$ cat src/rtl/bfp_block_norm_pkg.sv
// Shared definitions for the block-floating-point normaliser: defaults,
// FSM state encoding and the redundant-sign (leading-sign) count helper.
package bfp_block_norm_pkg;

    localparam int DEPTH_DEF = 8;
    localparam int W_DEF     = 7;
    localparam int SW_DEF    = 3;

    // Legacy-compatible state constants; the enum below is built on them.
    localparam logic [0:0] ST_COLLECT = 1'b0;
    localparam logic [0:0] ST_REPLAY  = 1'b1;

    typedef enum logic [0:0] {
        STATE_COLLECT = ST_COLLECT,
        STATE_REPLAY  = ST_REPLAY
    } state_e;

    // Redundant sign bits of a w-bit value that has been sign-extended to 32
    // bits: count of leading bits equal to the sign bit, minus one.
    // Result range is 0..w-1.
    function automatic int lrs_count(input logic [31:0] v, input int w);
        int   n;
        logic run;
        n   = 0;
        run = 1'b1;
        for (int i = 30; i >= 0; i--) begin
            if ((i < w - 1) && run) begin
                if (v[i[4:0]] == v[31]) begin
                    n++;
                end else begin
                    run = 1'b0;
                end
            end
        end
        return n;
    endfunction

endpackage

$ cat src/rtl/bfp_block_norm_lrs.sv
// Combinational leading-sign counter: how far a sample can be shifted left
// without changing its value.
module bfp_lrs_count
    import bfp_block_norm_pkg::*;
#(
    parameter int W  = W_DEF,
    parameter int SW = SW_DEF
) (
    input  logic [W-1:0]  data_i,
    output logic [SW-1:0] lrs_o
);

    logic [31:0] data_ext;

    // Sign-extend so the helper only has to compare against bit 31.
    always_comb begin
        data_ext = 32'($signed(data_i));
        lrs_o    = SW'(lrs_count(data_ext, W));
    end

endmodule

$ cat src/rtl/bfp_block_norm.sv
// Block-floating-point normaliser front end. Collects DEPTH samples while
// tracking the smallest redundant-sign count, then replays the block
// unmodified together with that common shift.
//
// Handshake: a transfer happens on a rising clk_i edge where valid and
// ready are both high; valid-side data is held stable while ready is low.
module bfp_block_norm
    import bfp_block_norm_pkg::*;
#(
    parameter int DEPTH = DEPTH_DEF,
    parameter int W     = W_DEF,
    parameter int SW    = SW_DEF
) (
    input  logic          clk_i,
    input  logic          rst,
    input  logic          in_valid_i,
    input  logic [W-1:0]  in_data_i,
    output logic          in_ready_o,
    output logic          out_valid_o,
    output logic [W-1:0]  out_data_o,
    output logic [SW-1:0] out_shift_o,
    output logic          out_last_o,
    input  logic          out_ready_i,
    output logic          dbg_state_o
);

    localparam int            PW       = (DEPTH > 1) ? $clog2(DEPTH) : 1;
    localparam logic [PW-1:0] LAST_IDX = PW'(DEPTH - 1);

    state_e        state_q, state_d;
    logic [PW-1:0] wr_ptr_q, wr_ptr_d;
    logic [PW-1:0] rd_ptr_q, rd_ptr_d;
    logic [SW-1:0] blk_shift_q, blk_shift_d;
    logic          in_ready_q, in_ready_d;
    logic          out_valid_q, out_valid_d;
    logic [W-1:0]  buf_q [DEPTH];

    logic [SW-1:0] sample_lrs;
    logic          accept;
    logic          xfer;

    bfp_lrs_count #(
        .W  (W),
        .SW (SW)
    ) u_lrs (
        .data_i (in_data_i),
        .lrs_o  (sample_lrs)
    );

    assign accept = in_ready_q & in_valid_i;
    assign xfer   = out_valid_q & out_ready_i;

    // Next-state logic: collect/min-track in COLLECT, advance read pointer in REPLAY.
    always_comb begin
        state_d     = state_q;
        wr_ptr_d    = wr_ptr_q;
        rd_ptr_d    = rd_ptr_q;
        blk_shift_d = blk_shift_q;
        case (state_q)
            STATE_COLLECT: begin
                if (accept) begin
                    wr_ptr_d = wr_ptr_q + 1'b1;
                    // First sample of a block loads directly; later ones take the minimum.
                    if ((wr_ptr_q == '0) || (sample_lrs < blk_shift_q)) begin
                        blk_shift_d = sample_lrs;
                    end
                    if (wr_ptr_q == LAST_IDX) begin
                        state_d  = STATE_REPLAY;
                        wr_ptr_d = '0;
                        rd_ptr_d = '0;
                    end
                end
            end
            STATE_REPLAY: begin
                if (xfer) begin
                    rd_ptr_d = rd_ptr_q + 1'b1;
                    if (rd_ptr_q == LAST_IDX) begin
                        state_d  = STATE_COLLECT;
                        rd_ptr_d = '0;
                        wr_ptr_d = '0;
                    end
                end
            end
            default: begin
                state_d = STATE_COLLECT;
            end
        endcase
        // Handshake flags follow the state being entered, giving 1-cycle latency.
        in_ready_d  = (state_d == STATE_COLLECT);
        out_valid_d = (state_d == STATE_REPLAY);
    end

    // Control state registers; reset discards any partial block at once.
    always_ff @(posedge clk_i or posedge rst) begin
        if (rst) begin
            state_q     <= STATE_COLLECT;
            wr_ptr_q    <= '0;
            rd_ptr_q    <= '0;
            blk_shift_q <= '0;
            in_ready_q  <= 1'b0;
            out_valid_q <= 1'b0;
        end else begin
            state_q     <= state_d;
            wr_ptr_q    <= wr_ptr_d;
            rd_ptr_q    <= rd_ptr_d;
            blk_shift_q <= blk_shift_d;
            in_ready_q  <= in_ready_d;
            out_valid_q <= out_valid_d;
        end
    end

    // Sample buffer: plain register array, contents survive reset.
    always_ff @(posedge clk_i) begin
        if (accept) begin
            buf_q[wr_ptr_q] <= in_data_i;
        end
    end

    // Outputs are forced to zero whenever nothing valid is presented.
    always_comb begin
        in_ready_o  = in_ready_q;
        out_valid_o = out_valid_q;
        out_data_o  = out_valid_q ? buf_q[rd_ptr_q] : '0;
        out_shift_o = out_valid_q ? blk_shift_q : '0;
        out_last_o  = out_valid_q && (rd_ptr_q == LAST_IDX);
        dbg_state_o = state_q;
    end

endmodule

$ cat config.mk
export PLATFORM = sky130hd
export DESIGN_NAME = bfp_block_norm
export DESIGN_NICKNAME = d
export VERILOG_FILES = /design/src/rtl/bfp_block_norm_pkg.sv /design/src/rtl/bfp_block_norm_lrs.sv /design/src/rtl/bfp_block_norm.sv
export SDC_FILE = /design/constraint.sdc
export NUM_CORES = 1
export LEC_CHECK = 0
export CORE_UTILIZATION = 55
export DETAILED_ROUTE_END_ITERATION = 8
export DONT_BUFFER_PORTS = 1
export PLACE_DENSITY = 0.79
export SKIP_LAST_GASP = 1
export SLEW_MARGIN = 20
export SYNTH_ARGS = -nofsm -noshare
export SYNTH_HDL_FRONTEND = slang
export SYNTH_SLANG_ARGS = --single-unit
$ cat constraint.sdc
create_clock -name clk_i -period 3.25 [get_ports clk_i]
set_input_delay 0.65 -clock clk_i [delete_from_list [all_inputs] [get_ports clk_i]]
set_output_delay 0.65 -clock clk_i [all_outputs]
set_load 0.02 [all_outputs]
After elaboration in Yosys (flattened, before gate mapping)
Memories as Yosys holds them, arrays and structs flattened.
Index checks and enable logic that the tools add are counted.
{ "word_totals": {"rom_bits": 0, "n_memories": 1, "latch_bits": 0, "inputBits": 11, "wordCells": 75, "out_inout_bits": 14, "register_bits": 11, "mem_bits_rw": 56} }
{ "classes": {"n_lt_le_gt_ge": 1, "n_addsub": 7, "n_eq_ne": 12, "mux": 39, "n_mul": 0, "shift": 0, "reduce_logical": 6, "div": 0, "n_bitwise": 4} }
{ "mem_list": {"columns": ["memory", "words", "word_bits", "rd", "rd_ports_with_merged_regs", "wr", "line", "rtl"], "rows": [
  ["buf_q", 8, 7, 1, 0, 1, "bfp_block_norm.sv:36", "logic [W-1:0] buf_q [DEPTH];"]
]} }
{ "op_table": {"columns": ["operator", "count"], "rows": [
  ["$mux 3", 19],
  ["$mux 1", 16],
  ["$add 3x2->3 const B", 4],
  ["$pmux 3 s2", 2],
  ["$reduce_and 3->1", 3],
  ["$mux 7", 1],
  ["$add 3x1->3 const B", 2],
  ["$eq 1x1->1", 6],
  ["$eq 3x3->1 const B", 2],
  ["$ne 2x1->1 const B", 2],
  ["$ne 2x2->1 const B", 2],
  ["$logic_not 3->1", 1],
  ["$lt 3x3->1", 1],
  ["$add 1x1->2 const B", 1],
  ["$and 1x1->1", 2],
  ["$not 1->1", 2],
  ["$pmux 1 s2", 1],
  ["$logic_and 1x1->1", 1],
  ["$logic_or 1x1->1", 1]
]} }

Longest topological paths before layout
{ "logic_depth": {"depth_word": 20, "ltp_mapped": 18, "mapped_depth_nobuf": 17} }

Cells and area by module
Synthesis repeated with hierarchy kept, for this count alone.
{ "hier_totals": {"hier_cells": 217, "area_unflattened_um2": 3214.3} }
{ "by_module_without_submodules": {"columns": ["module", "n_inst", "area_each_um2", "seq_area_each_um2", "cells_per_inst"], "rows": [
  ["bfp_block_norm", 1, 2874.0, 1956.9, 167],
  ["bfp_lrs_count", 1, 340.3, 0.0, 50]
]} }

Worst setup path before layout
No wires, ideal clock.
{ "synth_timing": {"kind": "input to register", "from": "input port in_data_i[6]", "to": "register blk_shift_q[1]", "arrival_time_ns": 3.697, "setup_time_ns": 0.125, "path_buffers": 1, "setup_slack_ns": -0.572, "stages": 17, "t_required_ns": 3.125, "cell_sequence": "buf_6 -> or2_1 -> o22ai_1 -> ha_1 -> o21ai_1 -> inv_1 -> ha_1 -> nand2_1 -> o21ai_0 -> ha_1 -> mux2i_1 -> mux2i_1 -> ha_1 -> a2111oi_4 -> a32o_2 -> a31oi_4 -> mux2_4"} }
{ "synth_between": {"elab_chain_len": 20, "elab_cells_between_ends": 34, "cone_classes": "5 x add/sub; 1 x order compare; 6 x eq/ne; 20 x mux; 2 x reduce/logical"} }
{ "synth_lines": {"columns": ["item", "line", "rtl"], "rows": [
  ["start, declared", "bfp_block_norm.sv:17", "input logic [W-1:0] in_data_i,"],
  ["$eq 1x1->1", "bfp_block_norm_pkg.sv:28", "if (v[i[4:0]] == v[31]) begin"],
  ["$mux 1", "bfp_block_norm_pkg.sv:28", null],
  ["$add 1x1->2", "bfp_block_norm_pkg.sv:29", "n++;"],
  ["$mux 3", "bfp_block_norm_pkg.sv:28", null],
  ["$mux 3", "bfp_block_norm_pkg.sv:27", "if ((i < w - 1) && run) begin"],
  ["$add 3x2->3", "bfp_block_norm_pkg.sv:29", null],
  ["$mux 3", "bfp_block_norm_pkg.sv:28", null],
  ["$mux 3", "bfp_block_norm_pkg.sv:27", null],
  ["[5 not listed]", null, null],
  ["$mux 3", "bfp_block_norm_pkg.sv:27", null],
  ["$add 3x2->3", "bfp_block_norm_pkg.sv:29", null],
  ["$mux 3", "bfp_block_norm_pkg.sv:28", null],
  ["$mux 3 (*)", "bfp_block_norm_pkg.sv:27", null],
  ["named net sample_lrs[1]", "bfp_block_norm.sv:38", "logic [SW-1:0] sample_lrs;"],
  ["$lt 3x3->1", "bfp_block_norm.sv:64", "if ((wr_ptr_q == '0) || (sample_lrs < blk_shift_q)) begin"],
  ["$logic_or 1x1->1", "bfp_block_norm.sv:64", null],
  ["$reduce_and 3->1 (no source line)", null, null],
  ["end signal, assigned", "bfp_block_norm.sv:106", "blk_shift_q <= blk_shift_d;"],
  ["end, declared", "bfp_block_norm.sv:33", "logic [SW-1:0] blk_shift_q, blk_shift_d;"]
]} }
Mark *: on every way through the listed nets, which the timed path passes. The rest lies on a longest branch.
A chain may end at the register's enable or synchronous reset.

Worst setup path after layout
{ "layout_timing": {"from": "input port in_data_i[4]", "to": "register blk_shift_q[1]"} }
{ "layout_between": {"elab_chain_len": 18, "elab_cells_between_ends": 23, "cone_classes": "4 x add/sub; 1 x order compare; 1 x eq/ne; 15 x mux; 2 x reduce/logical"} }
{ "layout_lines": {"columns": ["item", "line"], "rows": [
  ["$eq 1x1->1 (*)", "bfp_block_norm_pkg.sv:28"],
  ["$mux 3", "bfp_block_norm_pkg.sv:28"],
  ["$mux 3", "bfp_block_norm_pkg.sv:27"],
  ["$add 3x2->3", "bfp_block_norm_pkg.sv:29"],
  ["$mux 3", "bfp_block_norm_pkg.sv:28"],
  ["$mux 3", "bfp_block_norm_pkg.sv:27"],
  ["$add 3x2->3", "bfp_block_norm_pkg.sv:29"],
  ["$mux 3", "bfp_block_norm_pkg.sv:28"],
  ["[3 not listed]", null],
  ["$mux 3", "bfp_block_norm_pkg.sv:27"],
  ["$add 3x2->3", "bfp_block_norm_pkg.sv:29"],
  ["$mux 3", "bfp_block_norm_pkg.sv:28"],
  ["$mux 3 (*)", "bfp_block_norm_pkg.sv:27"],
  ["named net sample_lrs[2]", "bfp_block_norm.sv:38"],
  ["$lt 3x3->1 (*)", "bfp_block_norm.sv:64"],
  ["$logic_or 1x1->1 (*)", "bfp_block_norm.sv:64"],
  ["$reduce_and 3->1 (no source line) (*)", null]
]} }
Marked as above.

==> impl_metrics.json <==
{
  "outcome": "complete, but fails checks",
  "violations": "negative setup slack",
  "period_share_pct": 105,
  "grt_antenna_before_repair": 0,
  "finalWeightedCongestion": 0.743,
  "syn-cell-area_um2": 3190,
  "cts_tree": "yes",
  "use_met1_pct": 27.9,
  "critPathCaptureType": "flop",
  "synth_area_per_cell_um2": 15.0,
  "total_leakage_power_nw": 1.36,
  "critPathArrivalTime_ns": 3.65,
  "seq_area_frac_synth_pct": 61.3,
  "die-area_um2": 6110,
  "slew_violations": 0,
  "cts.sinks": 67,
  "syn-num-nets": 233,
  "grtUsageMet3_pct": 4.30,
  "fillCellCount": 378,
  "startpoint_type": "input port",
  "synthTopCellsByCount": "edfxtp_1, mux4_2, nand2_1, inv_1",
  "die_x_um": 78.2,
  "dpl_cell_area_um2": 3350,
  "drc": 0,
  "critPathKind": "input port to flop",
  "met2_usage_pct": 36.4,
  "fin_nets": 260,
  "synth.area.top_cells": "edfxtp_1, mux4_2, dfrtp_1, ha_1, mux2i_1",
  "ys_types": 42,
  "cts_buffers": 9,
  "required_ns": 3.47,
  "drt_pass1_iterations": 4,
  "synthArstFlopShare_pct": 16.4,
  "synth_area_leader_cell": "edfxtp_1",
  "grt_overflow_total": 0,
  "fin_worst_skew_ns": 0.00646,
  "rows": 27,
  "grt_pass1_wl_mm": 9.54,
  "synthMostInstantiatedCell": "edfxtp_1",
  "vias": 1848,
  "top_usage_layer": "met2",
  "drv_cap": 0,
  "drive_gt1_share_pct": 32.4,
  "clock_latency_ns": 0.33,
  "path_clk_slew_ns": 0.07,
  "regArea_um2": 1960,
  "h-tree-depth": 3,
  "final_cell_area_um2": 3710,
  "insertedDiodeCount": 0,
  "synthDominantCellAreaShare_pct": 52.7,
  "power.density_nw_per_um2": 730,
  "portBuffers": 0,
  "post_drt_wl_per_cell_um": 19.0,
  "grt_usage_pct": 22.0,
  "grt_pass1_vias": 1879,
  "postRouteAntennaNets": 0,
  "io_pins": 25,
  "ys.flop_type": "edfxtp_1",
  "tightestPinTransition_ns": 1.07,
  "fin_crit_ns": 3.43,
  "hold_viol": 0,
  "drtIter0Drc": 88,
  "path_max_fanout": 13,
  "multiInputGateArea_um2": 1210,
  "dpl.hpwl_mm": 3.83,
  "ys_warn_count": 0,
  "core-area_um2": 5540,
  "wirelength_mm": 5.99,
  "cts.hold.buffers_added": 0,
  "rsz0062_at_grt": "true",
  "cts_root_buf": "clkbuf_8",
  "max_slew_margin_pct": 28.8,
  "cts_buffer_depth": 2,
  "die_h_um": 78.2,
  "final.setup.worst_slack_ns": -0.175,
  "setup_viol": 3,
  "postSynthCellCount": 212,
  "power_mw": 2.71,
  "grt_max_degree": 24,
  "drt-vias-per-instance": 5.85,
  "initial_utilization_pct": 57.6,
  "max_freq_mhz": 292,
  "yosys_register_bits": 67,
  "hold_class": "input port to async pin",
  "area_delta_synth_final_pct": 16.2,
  "vdd_drop_max_mv": 0.344,
  "synth_edf_count": 56
}
area by class of cell:
cell class                 count  share of cell area, %
multi-input combinational    123                   32.7
clock inverter                 3                  0.439
clock buffer                  13                   5.13
timing repair buffer          26                   5.27
tap                           72                   2.43
sequential                    67                   52.8
inverter                      12                   1.22
state kept, by name, indices dropped and copies added (netlist names):
| register | flops |
|---|---|
| buf_q | 56 |
| blk_shift_q | 3 |
| rd_ptr_q | 3 |
| wr_ptr_q | 3 |
| in_ready_o | 1 |
| out_valid_o | 1 |
final timing paths:
check,startpoint,endpoint,slack (ns),cells past startpoint
worst min register to register,blk_shift_q[2],blk_shift_q[2],0.56,1
max in group asynchronous,rst,rd_ptr_q[1],2.74,1
min in group clk_i,in_data_i[4],buf_q[4][4],0.41,0
worst min-delay path,rst,blk_shift_q[1],0.20,1
worst max register to register,out_valid_o,blk_shift_q[1],1.04,4
worst max-delay path,in_data_i[4],blk_shift_q[1],-0.18,16
through the flow:
step	hold slack (ns)	cells	util, %	TNS [ns]	worst slack [ns]
2_1_floorplan	0.496	212	-	-1.37	-0.515
3_3_place_gp	0.541	290	60.4	-1.37	-0.470
3_5_place_dp	0.538	290	60.4	-1.71	-0.587
4_1_cts	0.190	314	65.8	-0.382	-0.147
5_1_grt	0.211	316	66.9	-0.761	-0.272
6_report	0.201	316	66.9	-0.466	-0.175
worst max-delay path, stage by stage:
cell,delay (ns)
and3_4,0.16
or2_4,0.25
ha_4,0.26
o21ai_4,0.16
inv_2,0.06
ha_4,0.26
nand2_1,0.04
o21ai_1,0.09
ha_2,0.19
nand3_2,0.08
xnor2_2,0.24
ha_4,0.25
a2111oi_4,0.37
buf_4,0.18
a31oi_4,0.10
mux2_4,0.31
power by group:
group | internal [mW] | total (mW) | switching [mW]
Sequential | 1.06 | 1.24 | 0.189
Combinational | 0.397 | 0.783 | 0.386
Clock | 0.384 | 0.680 | 0.296
Total | 1.84 | 2.71 | 0.870
layer usage:
layer / up-vias / part of all wire, %
met3: 13 / 3.2
met2: 37 / 51
met1: 952 / 44
met4: 0 / 2.2
li1: 846 / -
met5: - / 0
cell usage in the layout, fill, tap and decap left out, types with 9 or more instances in the layout:
cell type / count
buf_4: 26
inv_1: 11
nor2b_1: 9
nor2_1: 10
mux4_2: 14
nand2_1: 14
edfxtp_1: 56
mux2i_1: 11
clkbuf_8: 12
dfrtp_1: 11
cells by family after synthesis:
kind of cell | Yosys count | share of synthesized area, %
multiplexers | 29 | 15.3
buffers and inverters | 22 | 3.18
flip-flops | 67 | 61.3
AO/OA/AOI/OAI | 21 | 5.53
XOR/XNOR | 5 | 1.37
AND/OR/NAND/NOR | 58 | 9.33
adder cells (fa/ha/maj) | 10 | 3.92
what timing repair did:
action	4_1_cts	5_1_grt
setup endpoints to repair	3	3
pin swaps	5	6
gates resized for setup	7	6
buffers inserted	8	2
(Power assumes the default switching activity.)
